**config.mk**
```make
export PLATFORM = sky130hd
export DESIGN_NAME = counter_updown_mod
export DESIGN_NICKNAME = d
export VERILOG_FILES = /design/src/rtl/counter_updown_mod_pkg.sv /design/src/rtl/counter_next_value.sv /design/src/rtl/counter_updown_mod.sv
export SDC_FILE = /design/constraint.sdc
export NUM_CORES = 1
export LEC_CHECK = 0
export CAP_MARGIN = 20
export CORE_MARGIN = 2
export CORE_UTILIZATION = 42
export DETAILED_ROUTE_END_ITERATION = 10
export PLACE_DENSITY = 0.72
export SKIP_CTS_REPAIR_TIMING = 1
export SLEW_MARGIN = 10
export SYNTH_ARGS = -nofsm -noshare
export SYNTH_HDL_FRONTEND = slang
export SYNTH_HIERARCHICAL = 1
export SYNTH_SLANG_ARGS = --single-unit
```
**constraint.sdc**
```tcl
create_clock -name Clk -period 1.8 [get_ports Clk]
set_input_delay 0.27 -clock Clk [delete_from_list [all_inputs] [get_ports Clk]]
set_output_delay 0.27 -clock Clk [all_outputs]
set_load 0.02 [all_outputs]
```
**src/rtl/counter_updown_mod_pkg.sv**
```systemverilog
// rtl/counter_updown_mod_pkg.sv - shared encodings for the modulo counter family
package counter_updown_mod_pkg;

    // Values for the SATURATE parameter of counters in this family
    localparam int MODE_WRAP = 0;
    localparam int MODE_SAT  = 1;

endpackage

```
**src/rtl/counter_next_value.sv**
```systemverilog
// rtl/counter_next_value.sv - next count and wrap flag for one counting step
module counter_next_value #(
    parameter int WIDTH = 4
) (
    input  logic [WIDTH-1:0] q,
    input  logic             up,
    input  logic             saturate,
    input  logic [WIDTH-1:0] max,
    output logic [WIDTH-1:0] next,
    output logic             wrap
);

    // Step by one toward the requested end; at the end either wrap around or hold
    always_comb begin
        next = q;
        wrap = 1'b0;
        if (up) begin
            if (q == max) begin
                if (!saturate) begin
                    next = '0;
                    wrap = 1'b1;
                end
            end else begin
                next = q + WIDTH'(1);
            end
        end else begin
            if (q == '0) begin
                if (!saturate) begin
                    next = max;
                    wrap = 1'b1;
                end
            end else begin
                next = q - WIDTH'(1);
            end
        end
    end

endmodule

```
**src/rtl/counter_updown_mod.sv**
```systemverilog
// rtl/counter_updown_mod.sv - up/down modulo counter with clear, load, TC and wrap pulse
module counter_updown_mod
    import counter_updown_mod_pkg::*;
#(
    parameter int WIDTH    = 4,
    parameter int MODULUS  = 16,
    parameter int SATURATE = MODE_WRAP
) (
    input  logic             Clk,
    input  logic             RSTB,
    input  logic             EN,
    input  logic             UP,
    input  logic             CLR,
    input  logic             LOAD,
    input  logic [WIDTH-1:0] D,
    output logic [WIDTH-1:0] Q,
    output logic             TC,
    output logic             WRAP
);

    localparam logic [WIDTH-1:0] MAX = WIDTH'(MODULUS - 1);

    logic [WIDTH-1:0] next_cnt;
    logic             step_wrap;
    logic [WIDTH-1:0] load_val;
    logic             saturate_mode;

    assign saturate_mode = (SATURATE == MODE_SAT);

    counter_next_value #(
        .WIDTH(WIDTH)
    ) u_next (
        .q        (Q),
        .up       (UP),
        .saturate (saturate_mode),
        .max      (MAX),
        .next     (next_cnt),
        .wrap     (step_wrap)
    );

    // A full-range counter accepts any D; otherwise clamp loads to MAX so Q stays in range
    generate
        if (MODULUS == 2**WIDTH) begin : g_full_range
            assign load_val = D;
        end else begin : g_clamp
            assign load_val = (D > MAX) ? MAX : D;
        end
    endgenerate

    // Terminal count: the next enabled step in the current direction hits the end of the range
    assign TC = EN & ~CLR & ~LOAD & (UP ? (Q == MAX) : (Q == '0));

    // Count and wrap-pulse registers with CLR > LOAD > EN > hold priority
    always_ff @(posedge Clk or negedge RSTB) begin
        if (!RSTB) begin
            Q    <= '0;
            WRAP <= 1'b0;
        end else if (CLR) begin
            Q    <= '0;
            WRAP <= 1'b0;
        end else if (LOAD) begin
            Q    <= load_val;
            WRAP <= 1'b0;
        end else if (EN) begin
            Q    <= next_cnt;
            WRAP <= step_wrap;
        end else begin
            WRAP <= 1'b0;
        end
    end

endmodule
```
## After elaboration in Yosys (flattened, before gate mapping)

Index checks and enable logic that the tools add are counted.

- Add/sub/neg operators: 2
- Eq/ne operators: 1
- Multiplexer cells: 13
- Bitwise logic cells: 5
- Reduce and logical (&&, ||, !) cells: 2

Operators by type and width:

| cell | number |
|---|---|
| $mux 4 | 6 |
| $mux 1 | 7 |
| $add 4x1->4 const B | 1 |
| $eq 4x4->1 const B | 1 |
| $logic_not 4->1 | 1 |
| $sub 4x1->4 const B | 1 |
| $and 1x1->1 | 3 |
| $reduce_bool 3->1 | 1 |
| $not 1->1 | 2 |

- Register bits after elaboration: 5
- Input bits: 10
- Output and inout port bits: 6
- Word-level logic and storage cells: 25

## Logic depth before layout (Yosys ltp)

Gate-level depths: netlist (run 1).

- Depth in word-level cells: 6
- Mapped depth: 10
- Mapped depth without buffers: 9

## By module

The synthesis (run 1) kept the hierarchy.

Modules (own cells, without submodules):

| module | instances | cells each | area an instance (um2) | sequential area each (um2) |
|---|---|---|---|---|
| counter_next_value | 1 | 47 | 351.6 | 0.0 |
| counter_updown_mod | 1 | 26 | 276.5 | 125.1 |

## Worst setup path after synthesis (run 1)

Ideal clock, no wire load.

- Path type: register -> register
- Start point: register Q[0]
- End point: register Q[1]
- Setup time: 0.119 ns
- Arrival: 2.014 ns
- Required time: 1.681 ns
- Path slack: -0.333 ns
- Stages on the path, launching flop included: 11
- Buffers on the path: 1
- Clock period less this slack: 2.133 ns
- Path through: dfrtp_1 -> buf_6 -> inv_1 -> ha_1 -> nor3b_1 -> mux2_2 -> o22ai_1 -> a41o_1 -> mux2_1 -> mux2i_1 -> nor2_1

- Word-level cells in the longest chain between the ends: 6
- Elaborated cells between the ends (all ways): 10
- Classes of those cells: add/sub: 2; eq/ne: 1; mux: 6; reduce/logical: 1

RTL lines:

| element | line | source |
|---|---|---|
| from (decl) | counter_updown_mod.sv:16 | `output logic [WIDTH-1:0] Q,` |
| from (signal assigned) | counter_updown_mod.sv:62 | `Q <= load_val;` |
| from (signal assigned) | counter_updown_mod.sv:65 | `Q <= next_cnt;` |
| $sub 4x1->4 (tied with other cells) | counter_next_value.sv:33 | `next = q - WIDTH'(1);` |
| $mux 4 (on tied branches) | counter_next_value.sv:27, counter_next_value.sv:18 |  |
| $mux 4 * | counter_next_value.sv:17 | `if (up) begin` |
| via next_cnt[1] | counter_updown_mod.sv:23 | `logic [WIDTH-1:0] next_cnt;` |
| $mux 4 * | counter_updown_mod.sv:64 | `end else if (EN) begin` |
| $mux 4 * | counter_updown_mod.sv:61 | `end else if (LOAD) begin` |
| $mux 4 * | counter_updown_mod.sv:58 | `end else if (CLR) begin` |

The timed path passes the listed nets; every way through them passes the cells marked *. The select of a mux whose other input is x is not followed.
A chain may end at the register's enable or synchronous reset.

## Worst setup path in the final report (run 1)

- Start point: register Q[0]
- End point: register Q[3]

Same word-level chain as after synthesis.

==> flow_results.xml, run 1 <==
<?xml version="1.0" encoding="UTF-8"?>
<metrics>
  <group name="die">
    <metric name="core_area" unit="µm²">1350</metric>
    <metric name="design.die.area" unit="µm²">1820</metric>
    <metric name="core_rows" unit="">13</metric>
    <metric name="ios" unit="">16</metric>
    <metric name="start_util" unit="">0.465</metric>
    <metric name="fp.dieH" unit="µm">42.7</metric>
    <metric name="die_width" unit="µm">42.7</metric>
  </group>
  <group name="critical_path">
    <metric name="count_of_cell_instances_traversed_by_the_critical_path" unit="">9</metric>
    <metric name="cp_slowest_cell" unit="">sky130_fd_sc_hd__nor4_4</metric>
    <metric name="critical_path.max_stage_delay" unit="ns">0.41</metric>
    <metric name="crit_type" unit="">flip-flop to flip-flop</metric>
    <metric name="worstRegToRegCells" unit="">9</metric>
    <metric name="critPathCaptureType" unit="">flip-flop</metric>
    <metric name="critPathRequiredTime" unit="ns">1.93</metric>
    <metric name="cp_cell_sequence" unit="">buf_8 &gt; xor2_2 &gt; nor4_4 &gt; buf_4 &gt; a21o_1 &gt; nand3_1 &gt; mux2_2 &gt; mux2i_1 &gt; nor2_1</metric>
    <metric name="worst-path-max-fanout" unit="">7</metric>
    <metric name="critPathArrivalTime" unit="ns">2.03</metric>
    <metric name="worstSetupStartpointType" unit="">flip-flop</metric>
    <metric name="cp_num_buf_inv" unit="">2</metric>
    <metric name="timing.critical_path.max_delay_family" unit="">simple AND/OR/NAND/NOR gates</metric>
  </group>
  <group name="global_route">
    <metric name="grt_pass1_vias" unit="">611</metric>
    <metric name="grt_first_pass_wirelength" unit="mm">2.56</metric>
    <metric name="antenna_violations_before_repair" unit="">0</metric>
    <metric name="grt_start_max_net_pins" unit="">15</metric>
    <metric name="grt_use_total" unit="">0.183</metric>
    <metric name="grt.overflow.total" unit="">0</metric>
  </group>
  <group name="worst_hold_path">
    <metric name="hp-class" unit="">input port to asynchronous set/reset pin</metric>
  </group>
  <group name="routing">
    <metric name="drt-total-wl" unit="mm">1.75</metric>
    <metric name="detail_route.drc_violations" unit="">0</metric>
    <metric name="detail_route.first_pass.iterations" unit="">4</metric>
    <metric name="met2WireLength" unit="µm">880</metric>
    <metric name="routed_wire_length_per_instance" unit="µm">13.4</metric>
    <metric name="antenna_violating_nets_post_route" unit="">0</metric>
    <metric name="vias" unit="">703</metric>
    <metric name="met1Wirelength" unit="µm">735</metric>
    <metric name="drt_iter0_markers" unit="">28</metric>
    <metric name="detail_route.vias_per_cell" unit="">5.37</metric>
    <metric name="routed.top_layer" unit="">met4</metric>
    <metric name="detailroute.wirelength.met3" unit="µm">117</metric>
  </group>
  <group name="sta">
    <metric name="finalClockSkew" unit="ns">0.000740</metric>
    <metric name="rsz0062_at_grt" unit="">true</metric>
    <metric name="timing.final.crit_share" unit="">1.06</metric>
    <metric name="slew_viol_final" unit="">0</metric>
    <metric name="setup_viol" unit="">4</metric>
    <metric name="setup_slack" unit="ns">-0.105</metric>
    <metric name="timing_hold_violations_final" unit="">0</metric>
    <metric name="max_freq" unit="MHz">525</metric>
    <metric name="period_needed" unit="ns">1.91</metric>
  </group>
  <group name="synthesis">
    <metric name="yosys_warnings" unit="">6</metric>
    <metric name="netlist.area_leader.share" unit="">0.199</metric>
    <metric name="synth.area.top_cells" unit="">sky130_fd_sc_hd__dfrtp_1, sky130_fd_sc_hd__mux2i_1, sky130_fd_sc_hd__nand3b_1</metric>
    <metric name="post_synth.cell_area_avg" unit="µm²">8.60</metric>
    <metric name="yosysUniqueCellTypes" unit="">33</metric>
    <metric name="yosys_register_bits" unit="">5</metric>
    <metric name="synthesis.instances" unit="">73</metric>
    <metric name="yosys.area.top_type" unit="">sky130_fd_sc_hd__dfrtp_1</metric>
    <metric name="syn_area" unit="µm²">628</metric>
    <metric name="synth_seq_area_share" unit="">0.199</metric>
  </group>
  <group name="power">
    <metric name="power-per-cell-area" unit="nW/µm²">531</metric>
    <metric name="p_leak" unit="nW">0.543</metric>
    <metric name="vdd_drop_max" unit="mV">0.457</metric>
    <metric name="finalPower" unit="mW">0.577</metric>
  </group>
  <group name="finish">
    <metric name="final_layout_size_suffix_gt1_frac" unit="">0.397</metric>
    <metric name="insertedDiodeCount" unit="">0</metric>
    <metric name="area.growth.synth_to_final" unit="%">73.3</metric>
    <metric name="sequential_cell_area" unit="µm²">130</metric>
    <metric name="post_layout_nonfiller_instances" unit="">131</metric>
    <metric name="design.final.nets" unit="">129</metric>
    <metric name="nFillCells" unit="">94</metric>
    <metric name="layout.core_utilization" unit="">0.806</metric>
    <metric name="multi_input_comb_area" unit="µm²">557</metric>
  </group>
  <group name="clock_tree">
    <metric name="max_h_tree_level" unit="">1</metric>
    <metric name="tritoncts" unit="">yes</metric>
    <metric name="clockRootBuffer" unit="">sky130_fd_sc_hd__clkbuf_4</metric>
    <metric name="clk_latency" unit="ns">0.24</metric>
    <metric name="cts.sink_count" unit="">5</metric>
    <metric name="tritoncts.num_buffers" unit="">3</metric>
    <metric name="clk_path_buf_depth" unit="">2</metric>
    <metric name="clk_pin_slew_worst_paths" unit="ns">0.04</metric>
  </group>
  <group name="placed_design">
    <metric name="placed_cells" unit="">119</metric>
    <metric name="place.gp.congestion" unit="">0.836</metric>
    <metric name="dp.final_hpwl" unit="mm">1.16</metric>
    <metric name="portBuffers" unit="">15</metric>
  </group>
  <group name="job">
    <metric name="maxCapViolations" unit="">0</metric>
  </group>
  <group name="run_status">
    <metric name="failed_checks" unit="">setup timing</metric>
    <metric name="outcome" unit="">complete, but fails checks</metric>
  </group>
</metrics>
[registers in the layout, summed over array words and instances (netlist names)]
| name | cells |
|---|---|
| Q | 4 |
| WRAP | 1 |
[synth_stat cells, drive strengths merged]
cell type / count
o211ai: 2
a41o: 1
xor2: 4
nor2b: 1
nand4: 3
nand3b: 5
mux2i: 7
nand3: 3
nor4: 1
conb: 2
or4: 1
and3: 2
o22ai: 1
o21ai: 1
a211o: 1
nand2b: 1
nor2: 7
or3: 1
ha: 2
a21o: 2
nor3b: 1
inv: 3
buf: 3
a21oi: 3
dfrtp: 5
nor4b: 1
mux2: 5
nand2: 2
clkbuf: 2
[where the power goes]
part,total [mW],internal [mW],switching (mW),leakage (nW)
sequential,0.127,0.122,0.00545,0.0608
combinational,0.320,0.180,0.140,0.467
clock,0.131,0.0838,0.0467,0.0150
[worst paths after layout]
check / start / to / slack [ns]
max reg2reg: Q[0] / Q[3] / -0.11
min: RSTB / WRAP / 0.24
min in group Clk: D[3] / Q[3] / 0.66
max: Q[0] / Q[3] / -0.11
min reg2reg: Q[3] / Q[3] / 0.85
max in group asynchronous: RSTB / Q[1] / 1.36
[final cells by class]
class                           count  area share
Clock buffer                        4      0.0241
Timing Repair Buffer               37       0.313
Tap cell                           15      0.0172
Sequential cell                     5       0.120
Multi-Input combinational cell     67       0.511
Inverter                            3      0.0149
[through the flow]
stage / area [µm²] / worst slack, ns / setup TNS, ns / hold WS [ns]
final: 1090 / -0.105 / -0.369 / 0.240
after global routing: 1090 / -0.191 / -0.684 / 0.259
after CTS: 972 / -0.553 / -1.09 / 0.246
after detailed placement: 946 / -0.293 / -0.777 / 0.502
after global placement: 946 / -0.269 / -0.723 / 0.499
after floorplan: 707 / -0.116 / -0.216 / -0.0256
[cells by family (layout without fill, tap and decap cells)]
group           count (synthesis)  after routing  share of synthesized area
mux                            12             12                      0.201
fa+ha+maj                       2              2                     0.0398
buf+inv                         8             44                     0.0637
flops                           5              5                      0.199
xor+xnor                        4              4                     0.0677
compound gates                 11             11                      0.127
simple gates                   29             29                      0.289
other cells                     2              9                     0.0120
[layout by cell type, fill, tap and decap left out, types with 2 or more instances in the layout]
master and count:
sky130_fd_sc_hd__nor2_1 7, sky130_fd_sc_hd__and3_1 2, sky130_fd_sc_hd__conb_1 9, sky130_fd_sc_hd__inv_4 2, sky130_fd_sc_hd__buf_6 2, sky130_fd_sc_hd__dlymetal6s2s_1 2
sky130_fd_sc_hd__clkbuf_4 3, sky130_fd_sc_hd__a21oi_1 3, sky130_fd_sc_hd__nand2_1 2, sky130_fd_sc_hd__a21o_1 2, sky130_fd_sc_hd__mux2_4 4, sky130_fd_sc_hd__nand3_1 3
sky130_fd_sc_hd__xor2_2 3, sky130_fd_sc_hd__mux2i_1 7, sky130_fd_sc_hd__buf_4 19, sky130_fd_sc_hd__nand3b_1 5, sky130_fd_sc_hd__buf_8 2, sky130_fd_sc_hd__dfrtp_2 4
sky130_fd_sc_hd__nand4_1 3, sky130_fd_sc_hd__clkdlybuf4s50_1 12
[routing by layer]
| layer | up-vias | track usage |
|---|---|---|
| met5 | - | 0 |
| met4 | 0 | 0.0188 |
| met3 | 2 | 0.0511 |
| met2 | 31 | 0.312 |
| met1 | 330 | 0.237 |
| li1 | 340 | - |
(Power assumes the default switching activity.)
==> inputs of run 2 (changes only) <==
--- a/config.mk
+++ b/config.mk
@@ -5,11 +5,14 @@
 export SDC_FILE = /design/constraint.sdc
 export NUM_CORES = 1
 export LEC_CHECK = 0
+export ABC_AREA = 1
 export CAP_MARGIN = 20
 export CORE_MARGIN = 2
-export CORE_UTILIZATION = 42
+export CORE_UTILIZATION = 45
+export CTS_CLUSTER_DIAMETER = 60
 export DETAILED_ROUTE_END_ITERATION = 10
-export PLACE_DENSITY = 0.72
+export GPL_TIMING_DRIVEN = 0
+export PLACE_DENSITY = 0.74
 export SKIP_CTS_REPAIR_TIMING = 1
 export SLEW_MARGIN = 10
 export SYNTH_ARGS = -nofsm -noshare
==> run 2 against run 1 <==
  * The flow now finishes without violations
  * Global-route usage up 1.8 points
  * Via count grew 16%
  * Combinational power is 19% lower
  * Utilization down 15 points
  * Clock power shrank 7%
  * Wire length fell by 2.7%
  * Critical endpoint is now TC
  * Setup slack better by 0.22 ns
  * Non-clock buffer count decreased by 19
  * First-iteration DRC count shrank 57%
  * Sequential share of layout area is 0.99 points higher
  * Largest cell class unchanged
==> flow_results.xml, run 2 <==
<?xml version="1.0" encoding="UTF-8"?>
<metrics>
  <group name="power">
    <metric name="finalPower" unit="mW">0.524</metric>
    <metric name="power-per-cell-area" unit="nW/µm²">526</metric>
    <metric name="vdd_drop_max" unit="mV">0.248</metric>
    <metric name="p_leak" unit="nW">0.575</metric>
  </group>
  <group name="synthesis">
    <metric name="yosys.area.top_type" unit="">sky130_fd_sc_hd__nand2_1</metric>
    <metric name="synthesis.instances" unit="">126</metric>
    <metric name="yosys_register_bits" unit="">5</metric>
    <metric name="synth.area.top_cells" unit="">sky130_fd_sc_hd__nand2_1, sky130_fd_sc_hd__dfrtp_1, sky130_fd_sc_hd__nand2_4</metric>
    <metric name="synth.most_common_cell" unit="">sky130_fd_sc_hd__nand2_1</metric>
    <metric name="synth_edf_count" unit="">0</metric>
    <metric name="synth_seq_area_share" unit="">0.168</metric>
    <metric name="syn_area" unit="µm²">743</metric>
    <metric name="netlist.area_leader.share" unit="">0.278</metric>
    <metric name="yosys_warnings" unit="">6</metric>
    <metric name="postSynth.asyncResetShare" unit="">1.00</metric>
    <metric name="synth_top_flop_cell" unit="">sky130_fd_sc_hd__dfrtp_1</metric>
    <metric name="netlist_top_cells_count" unit="">sky130_fd_sc_hd__nand2_1, sky130_fd_sc_hd__inv_1, sky130_fd_sc_hd__nand3_1</metric>
    <metric name="yosysUniqueCellTypes" unit="">22</metric>
    <metric name="post_synth.cell_area_avg" unit="µm²">5.90</metric>
  </group>
  <group name="die">
    <metric name="core_area" unit="µm²">1520</metric>
    <metric name="fp.dieH" unit="µm">44.6</metric>
    <metric name="ios" unit="">16</metric>
    <metric name="start_util" unit="">0.488</metric>
    <metric name="core_rows" unit="">14</metric>
    <metric name="design.die.area" unit="µm²">1990</metric>
    <metric name="die_width" unit="µm">44.6</metric>
  </group>
  <group name="routing">
    <metric name="drt_iter0_markers" unit="">12</metric>
    <metric name="routed_wire_length_per_instance" unit="µm">10.0</metric>
    <metric name="vias" unit="">818</metric>
    <metric name="antenna_violating_nets_post_route" unit="">0</metric>
    <metric name="detail_route.drc_violations" unit="">0</metric>
    <metric name="detail_route.first_pass.iterations" unit="">4</metric>
    <metric name="drt-total-wl" unit="mm">1.70</metric>
    <metric name="detail_route.vias_per_cell" unit="">4.81</metric>
  </group>
  <group name="finish">
    <metric name="design.final.nets" unit="">167</metric>
    <metric name="commonest_non_fill_non_tap_cells_in_the_layout" unit="">sky130_fd_sc_hd__nand2_1, sky130_fd_sc_hd__inv_1, sky130_fd_sc_hd__clkdlybuf4s50_1</metric>
    <metric name="multi_input_comb_area" unit="µm²">577</metric>
    <metric name="final_layout_size_suffix_gt1_frac" unit="">0.162</metric>
    <metric name="layout.cells.most_common" unit="">sky130_fd_sc_hd__nand2_1</metric>
    <metric name="sequential_cell_area" unit="µm²">129</metric>
    <metric name="largest_reg_flops" unit="">4</metric>
    <metric name="insertedDiodeCount" unit="">0</metric>
    <metric name="nFillCells" unit="">141</metric>
    <metric name="max_flop_register" unit="">Q</metric>
    <metric name="largest_registers" unit="">Q (4), WRAP (1)</metric>
    <metric name="area.growth.synth_to_final" unit="%">34.0</metric>
  </group>
  <group name="clock_tree">
    <metric name="tritoncts" unit="">yes</metric>
    <metric name="clk_pin_slew_worst_paths" unit="ns">0.04</metric>
    <metric name="tritoncts.num_buffers" unit="">3</metric>
    <metric name="max_h_tree_level" unit="">1</metric>
    <metric name="clk_latency" unit="ns">0.23</metric>
    <metric name="clockRootBuffer" unit="">sky130_fd_sc_hd__clkbuf_4</metric>
    <metric name="clk_path_buf_depth" unit="">2</metric>
    <metric name="cts.sink_count" unit="">5</metric>
  </group>
  <group name="critical_path">
    <metric name="critPathRequiredTime" unit="ns">1.53</metric>
    <metric name="critPathCaptureType" unit="">primary output</metric>
    <metric name="critPathArrivalTime" unit="ns">1.42</metric>
    <metric name="cp_slowest_cell" unit="">sky130_fd_sc_hd__clkdlybuf4s50_1</metric>
    <metric name="critical_path.max_stage_delay" unit="ns">0.49</metric>
    <metric name="crit_type" unit="">input port to primary output</metric>
    <metric name="critPathLaunch" unit="">EN</metric>
    <metric name="cp_cell_sequence" unit="">clkdlybuf4s50_1 &gt; inv_1 &gt; nor3_2 &gt; nand2_1 &gt; nor2_1 &gt; dlymetal6s2s_1</metric>
    <metric name="worst-path-max-fanout" unit="">2</metric>
    <metric name="timing.rr.start" unit="">Q[0]</metric>
    <metric name="worstSetupStartpointType" unit="">input port</metric>
  </group>
  <group name="sta">
    <metric name="fin_tns_setup" unit="ns">0</metric>
    <metric name="setup_viol" unit="">0</metric>
    <metric name="max_freq" unit="MHz">592</metric>
    <metric name="timing_hold_violations_final" unit="">0</metric>
    <metric name="finalClockSkew" unit="ns">0.000986</metric>
    <metric name="finalHoldWorstSlack" unit="ns">0.257</metric>
    <metric name="timing.final.crit_share" unit="">0.939</metric>
    <metric name="slew_viol_final" unit="">0</metric>
    <metric name="period_needed" unit="ns">1.69</metric>
  </group>
  <group name="global_route">
    <metric name="grt_pass1_vias" unit="">732</metric>
    <metric name="grt_use_total" unit="">0.201</metric>
    <metric name="grt_first_pass_wirelength" unit="mm">3.05</metric>
    <metric name="grt_start_max_net_pins" unit="">13</metric>
    <metric name="antenna_violations_before_repair" unit="">0</metric>
    <metric name="grt.overflow.total" unit="">0</metric>
  </group>
  <group name="placed_design">
    <metric name="place.gp.congestion" unit="">0.810</metric>
    <metric name="dp.final_hpwl" unit="mm">1.25</metric>
    <metric name="portBuffers" unit="">15</metric>
  </group>
  <group name="worst_hold_path">
    <metric name="hp-class" unit="">input port to asynchronous set/reset pin</metric>
  </group>
  <group name="run_status">
    <metric name="outcome" unit="">complete, no violations</metric>
  </group>
  <group name="job">
    <metric name="maxCapViolations" unit="">0</metric>
  </group>
</metrics>
==> run 2: layout make-up <==
class                      instances  area share
sequential                         5       0.129
inverter                          17      0.0641
buffer                             2      0.0151
timing repair buffer              16       0.166
clock buffer                       4      0.0264
multi-input combinational        110       0.579
tap                               16      0.0201
==> run 2: cells by family after synthesis <==
kind of cell	count (synthesis)	share of synthesized area
flip-flops	5	0.168
XOR/XNOR	1	0.0118
AND/OR/NAND/NOR	88	0.588
other	2	0.0101
buffers and inverters	19	0.106
AO/OA/AOI/OAI	9	0.0825
adder cells (fa/ha/maj)	2	0.0337
==> run 2: worst max-delay path: cells and delay by family <==
kind                   cells  cell delay, ns
buffers and inverters      3            0.82
and+or+nand+nor            3            0.32
==> run 2: metrics by stage <==
step / instances / cell area, µm² / setup slack, ns / utilization
final: 170 / 996 / 0.111 / 0.654
after global routing: 170 / 996 / -0.00156 / 0.654
after CTS: 169 / 970 / -0.367 / 0.636
after detailed placement: 165 / 943 / -0.364 / 0.619
after global placement: 165 / 943 / -0.401 / 0.619
after floorplan: 134 / 773 / 0.108 / -
==> run 2: final timing paths <==
check                      endpoint  cells past startpoint  slack [ns]
max in group asynchronous      Q[0]                      1        1.34
hold / removal                 Q[2]                      1        0.26
hold reg to reg                Q[0]                      2        0.58
setup reg to reg               Q[1]                     12        0.20
min in group Clk               Q[3]                      5        0.52
setup / recovery                 TC                      6        0.11
==> run 2: routing by layer <==
layer,GRT usage,vias up,routed length (µm)
li1,-,437,-
met1,0.280,356,823
met2,0.316,23,807
met3,0.0367,2,62
met4,0.0545,0,9
met5,0,-,0
==> run 2: power by group <==
group	switching, mW	internal (mW)	leakage, nW	total, mW
clock network	0.0385	0.0833	0.0150	0.122
logic	0.152	0.108	0.497	0.260
registers	0.0198	0.122	0.0627	0.142
total	0.210	0.313	0.575	0.524
==> inputs of run 3 (changes only) <==
--- a/config.mk
+++ b/config.mk
@@ -12,6 +12,7 @@
 export CTS_CLUSTER_DIAMETER = 60
 export DETAILED_ROUTE_END_ITERATION = 10
 export GPL_TIMING_DRIVEN = 0
+export MAX_ROUTING_LAYER = met4
 export PLACE_DENSITY = 0.74
 export SKIP_CTS_REPAIR_TIMING = 1
 export SLEW_MARGIN = 10
==> constraint.sdc (replaced) <==
create_clock -name Clk -period 1.4 [get_ports Clk]
set_input_delay 0.21 -clock Clk [delete_from_list [all_inputs] [get_ports Clk]]
set_output_delay 0.21 -clock Clk [all_outputs]
set_load 0.02 [all_outputs]
==> run 3 against run 2 <==
  * The run now ends with setup timing left
  * Sequential power up 27%
  * Count of clock-buffer cells in the layout unchanged
  * Setup slack worse by 0.24 ns
  * Register-to-register slack worse by 0.32 ns
  * Critical path depth unchanged
  * Clock skew up 0.0022 ns
  * Critical endpoint unchanged
  * Largest cell class unchanged
  * Largest power group unchanged
==> flow_results.xml, run 3 (same netlist as run 2, synthesis figures left out) <==
<?xml version="1.0" encoding="UTF-8"?>
<metrics>
  <group name="run_status">
    <metric name="outcome" unit="">complete, but fails checks</metric>
    <metric name="failed_checks" unit="">setup timing</metric>
  </group>
  <group name="clock_tree">
    <metric name="tritoncts" unit="">yes</metric>
    <metric name="tritoncts.num_buffers" unit="">3</metric>
    <metric name="cts.sink_count" unit="">5</metric>
    <metric name="clockRootBuffer" unit="">sky130_fd_sc_hd__clkbuf_4</metric>
    <metric name="clk_pin_slew_worst_paths" unit="ns">0.04</metric>
    <metric name="max_h_tree_level" unit="">1</metric>
    <metric name="clk_latency" unit="ns">0.24</metric>
    <metric name="clk_path_buf_depth" unit="">2</metric>
  </group>
  <group name="die">
    <metric name="design.die.area" unit="µm²">1990</metric>
    <metric name="fp.dieH" unit="µm">44.6</metric>
    <metric name="die_width" unit="µm">44.6</metric>
    <metric name="core_area" unit="µm²">1520</metric>
    <metric name="start_util" unit="">0.488</metric>
    <metric name="core_rows" unit="">14</metric>
    <metric name="ios" unit="">16</metric>
  </group>
  <group name="global_route">
    <metric name="grt_util_met3" unit="">0</metric>
    <metric name="grt_first_pass_wirelength" unit="mm">3.12</metric>
    <metric name="grt_pass1_vias" unit="">758</metric>
    <metric name="grt_use_total" unit="">0.215</metric>
    <metric name="antenna_violations_before_repair" unit="">0</metric>
    <metric name="grt_use_met1" unit="">0.265</metric>
    <metric name="gr-max-usage-layer" unit="">met2</metric>
    <metric name="met2_usage" unit="">0.386</metric>
    <metric name="grt_start_max_net_pins" unit="">13</metric>
    <metric name="grt.overflow.total" unit="">0</metric>
  </group>
  <group name="critical_path">
    <metric name="worstSetupStartpointType" unit="">input port</metric>
    <metric name="setup.reg_to_reg.worst_slack" unit="ns">-0.12</metric>
    <metric name="worst-path-max-fanout" unit="">2</metric>
    <metric name="cp_slowest_cell" unit="">sky130_fd_sc_hd__clkdlybuf4s50_1</metric>
    <metric name="endpoint" unit="">TC</metric>
    <metric name="critical_path.max_stage_delay" unit="ns">0.49</metric>
    <metric name="timing.rr.start" unit="">Q[0]</metric>
    <metric name="critPathArrivalTime" unit="ns">1.32</metric>
    <metric name="crit_type" unit="">input port to primary output</metric>
    <metric name="critPathRequiredTime" unit="ns">1.19</metric>
    <metric name="critPathLaunch" unit="">EN</metric>
    <metric name="worstRegToRegCells" unit="">12</metric>
    <metric name="r2r-end" unit="">Q[2]</metric>
    <metric name="critPathCaptureType" unit="">primary output</metric>
    <metric name="cp_cell_sequence" unit="">clkdlybuf4s50_1 &gt; inv_1 &gt; nor3_2 &gt; nand2_1 &gt; nor2_1 &gt; clkbuf_2</metric>
  </group>
  <group name="power">
    <metric name="clkPwrFrac" unit="">0.212</metric>
    <metric name="pwr-share-comb" unit="">0.559</metric>
    <metric name="intPower" unit="mW">0.464</metric>
    <metric name="vdd_drop_max" unit="mV">0.315</metric>
    <metric name="total_switching_power" unit="mW">0.325</metric>
    <metric name="power-per-cell-area" unit="nW/µm²">679</metric>
    <metric name="p_leak" unit="nW">0.707</metric>
    <metric name="share_seq_of_total_power" unit="">0.229</metric>
    <metric name="switching_part_of_the_total" unit="">0.412</metric>
  </group>
  <group name="sta">
    <metric name="fin_tns_setup" unit="ns">-0.491</metric>
    <metric name="slew_viol_final" unit="">0</metric>
    <metric name="period_needed" unit="ns">1.53</metric>
    <metric name="timing.final.crit_share" unit="">1.09</metric>
    <metric name="timing_hold_violations_final" unit="">0</metric>
    <metric name="setup_slack" unit="ns">-0.130</metric>
    <metric name="setup_viol" unit="">5</metric>
    <metric name="rsz0062_at_grt" unit="">true</metric>
    <metric name="finalHoldWorstSlack" unit="ns">0.185</metric>
    <metric name="finalClockSkew" unit="ns">0.00320</metric>
    <metric name="max_freq" unit="MHz">654</metric>
  </group>
  <group name="placed_design">
    <metric name="place_worst_setup_slack" unit="ns">-0.626</metric>
    <metric name="portBuffers" unit="">15</metric>
    <metric name="place.gp.congestion" unit="">0.835</metric>
    <metric name="dp.final_hpwl" unit="mm">1.41</metric>
    <metric name="detailed_place.area" unit="µm²">971</metric>
  </group>
  <group name="routing">
    <metric name="routed_wire_length_per_instance" unit="µm">12.3</metric>
    <metric name="drt_iter0_markers" unit="">27</metric>
    <metric name="drt-total-wl" unit="mm">2.23</metric>
    <metric name="detail_route.first_pass.iterations" unit="">4</metric>
    <metric name="vias" unit="">905</metric>
    <metric name="detail_route.vias_per_cell" unit="">5.00</metric>
    <metric name="antenna_violating_nets_post_route" unit="">0</metric>
    <metric name="detail_route.drc_violations" unit="">0</metric>
  </group>
  <group name="finish">
    <metric name="area.growth.synth_to_final" unit="%">56.4</metric>
    <metric name="nFillCells" unit="">128</metric>
    <metric name="max_flop_register" unit="">Q</metric>
    <metric name="insertedDiodeCount" unit="">0</metric>
    <metric name="design.final.nets" unit="">178</metric>
    <metric name="commonest_non_fill_non_tap_cells_in_the_layout" unit="">sky130_fd_sc_hd__nand2_1, sky130_fd_sc_hd__inv_1, sky130_fd_sc_hd__conb_1</metric>
    <metric name="final_layout_size_suffix_gt1_frac" unit="">0.285</metric>
    <metric name="layout.cells.most_common" unit="">sky130_fd_sc_hd__nand2_1</metric>
    <metric name="largest_reg_flops" unit="">4</metric>
    <metric name="largest_registers" unit="">Q (4), WRAP (1)</metric>
    <metric name="layout.core_utilization" unit="">0.763</metric>
    <metric name="postLayoutCellArea" unit="µm²">1160</metric>
  </group>
  <group name="worst_hold_path">
    <metric name="hp-class" unit="">input port to asynchronous set/reset pin</metric>
  </group>
  <group name="job">
    <metric name="maxCapViolations" unit="">0</metric>
  </group>
</metrics>
run 3: cell type report:
cell class | count | area, µm² | area share
well taps | 16 | 20.0 | 0.0172
clock buffers | 4 | 26.3 | 0.0226
inverters | 17 | 68.8 | 0.0592
flip-flops and latches | 5 | 130 | 0.112
multi-input cells | 110 | 638 | 0.549
repair buffers | 27 | 264 | 0.227
plain buffers | 2 | 15.0 | 0.0129
run 3: routing by layer:
| metal | wire length, µm | up-vias |
|---|---|---|
| met3 | 122 | 6 |
| met5 | 0 | - |
| li1 | - | 462 |
| met4 | 57 | 0 |
| met1 | 901 | 413 |
| met2 | 1150 | 24 |
run 3: worst max-delay path: cells and delay by family:
| kind | cells | cell delay, ns |
|---|---|---|
| simple gates | 3 | 0.32 |
| buf+inv | 3 | 0.77 |
run 3: power by group through the flow:
stage | logic [mW] | clock network [mW] | registers, mW
5_1_grt | 0.486 | 0.176 | 0.182
3_5_place_dp | 0.337 | 0 | 0.192
2_1_floorplan | 0.234 | 0 | 0.194
3_3_place_gp | 0.331 | 0 | 0.191
6_report | 0.441 | 0.167 | 0.180
4_1_cts | 0.339 | 0.169 | 0.190
run 3: worst min path at each step:
stage	from	to	slack, ns	cells after the start
floorplan	RSTB	Q[0]	-0.09	0
CTS	RSTB	Q[3]	0.19	1
global route	RSTB	Q[3]	0.21	1
detailed placement	RSTB	WRAP	0.44	1
global placement	RSTB	WRAP	0.43	1
finish	RSTB	Q[3]	0.19	1
run 3: through the flow:
step                power (mW)  instances
global placement         0.522        165
detailed placement       0.529        165
global route             0.844        181
floorplan                0.428        134
finish                   0.789        181
CTS                      0.698        169
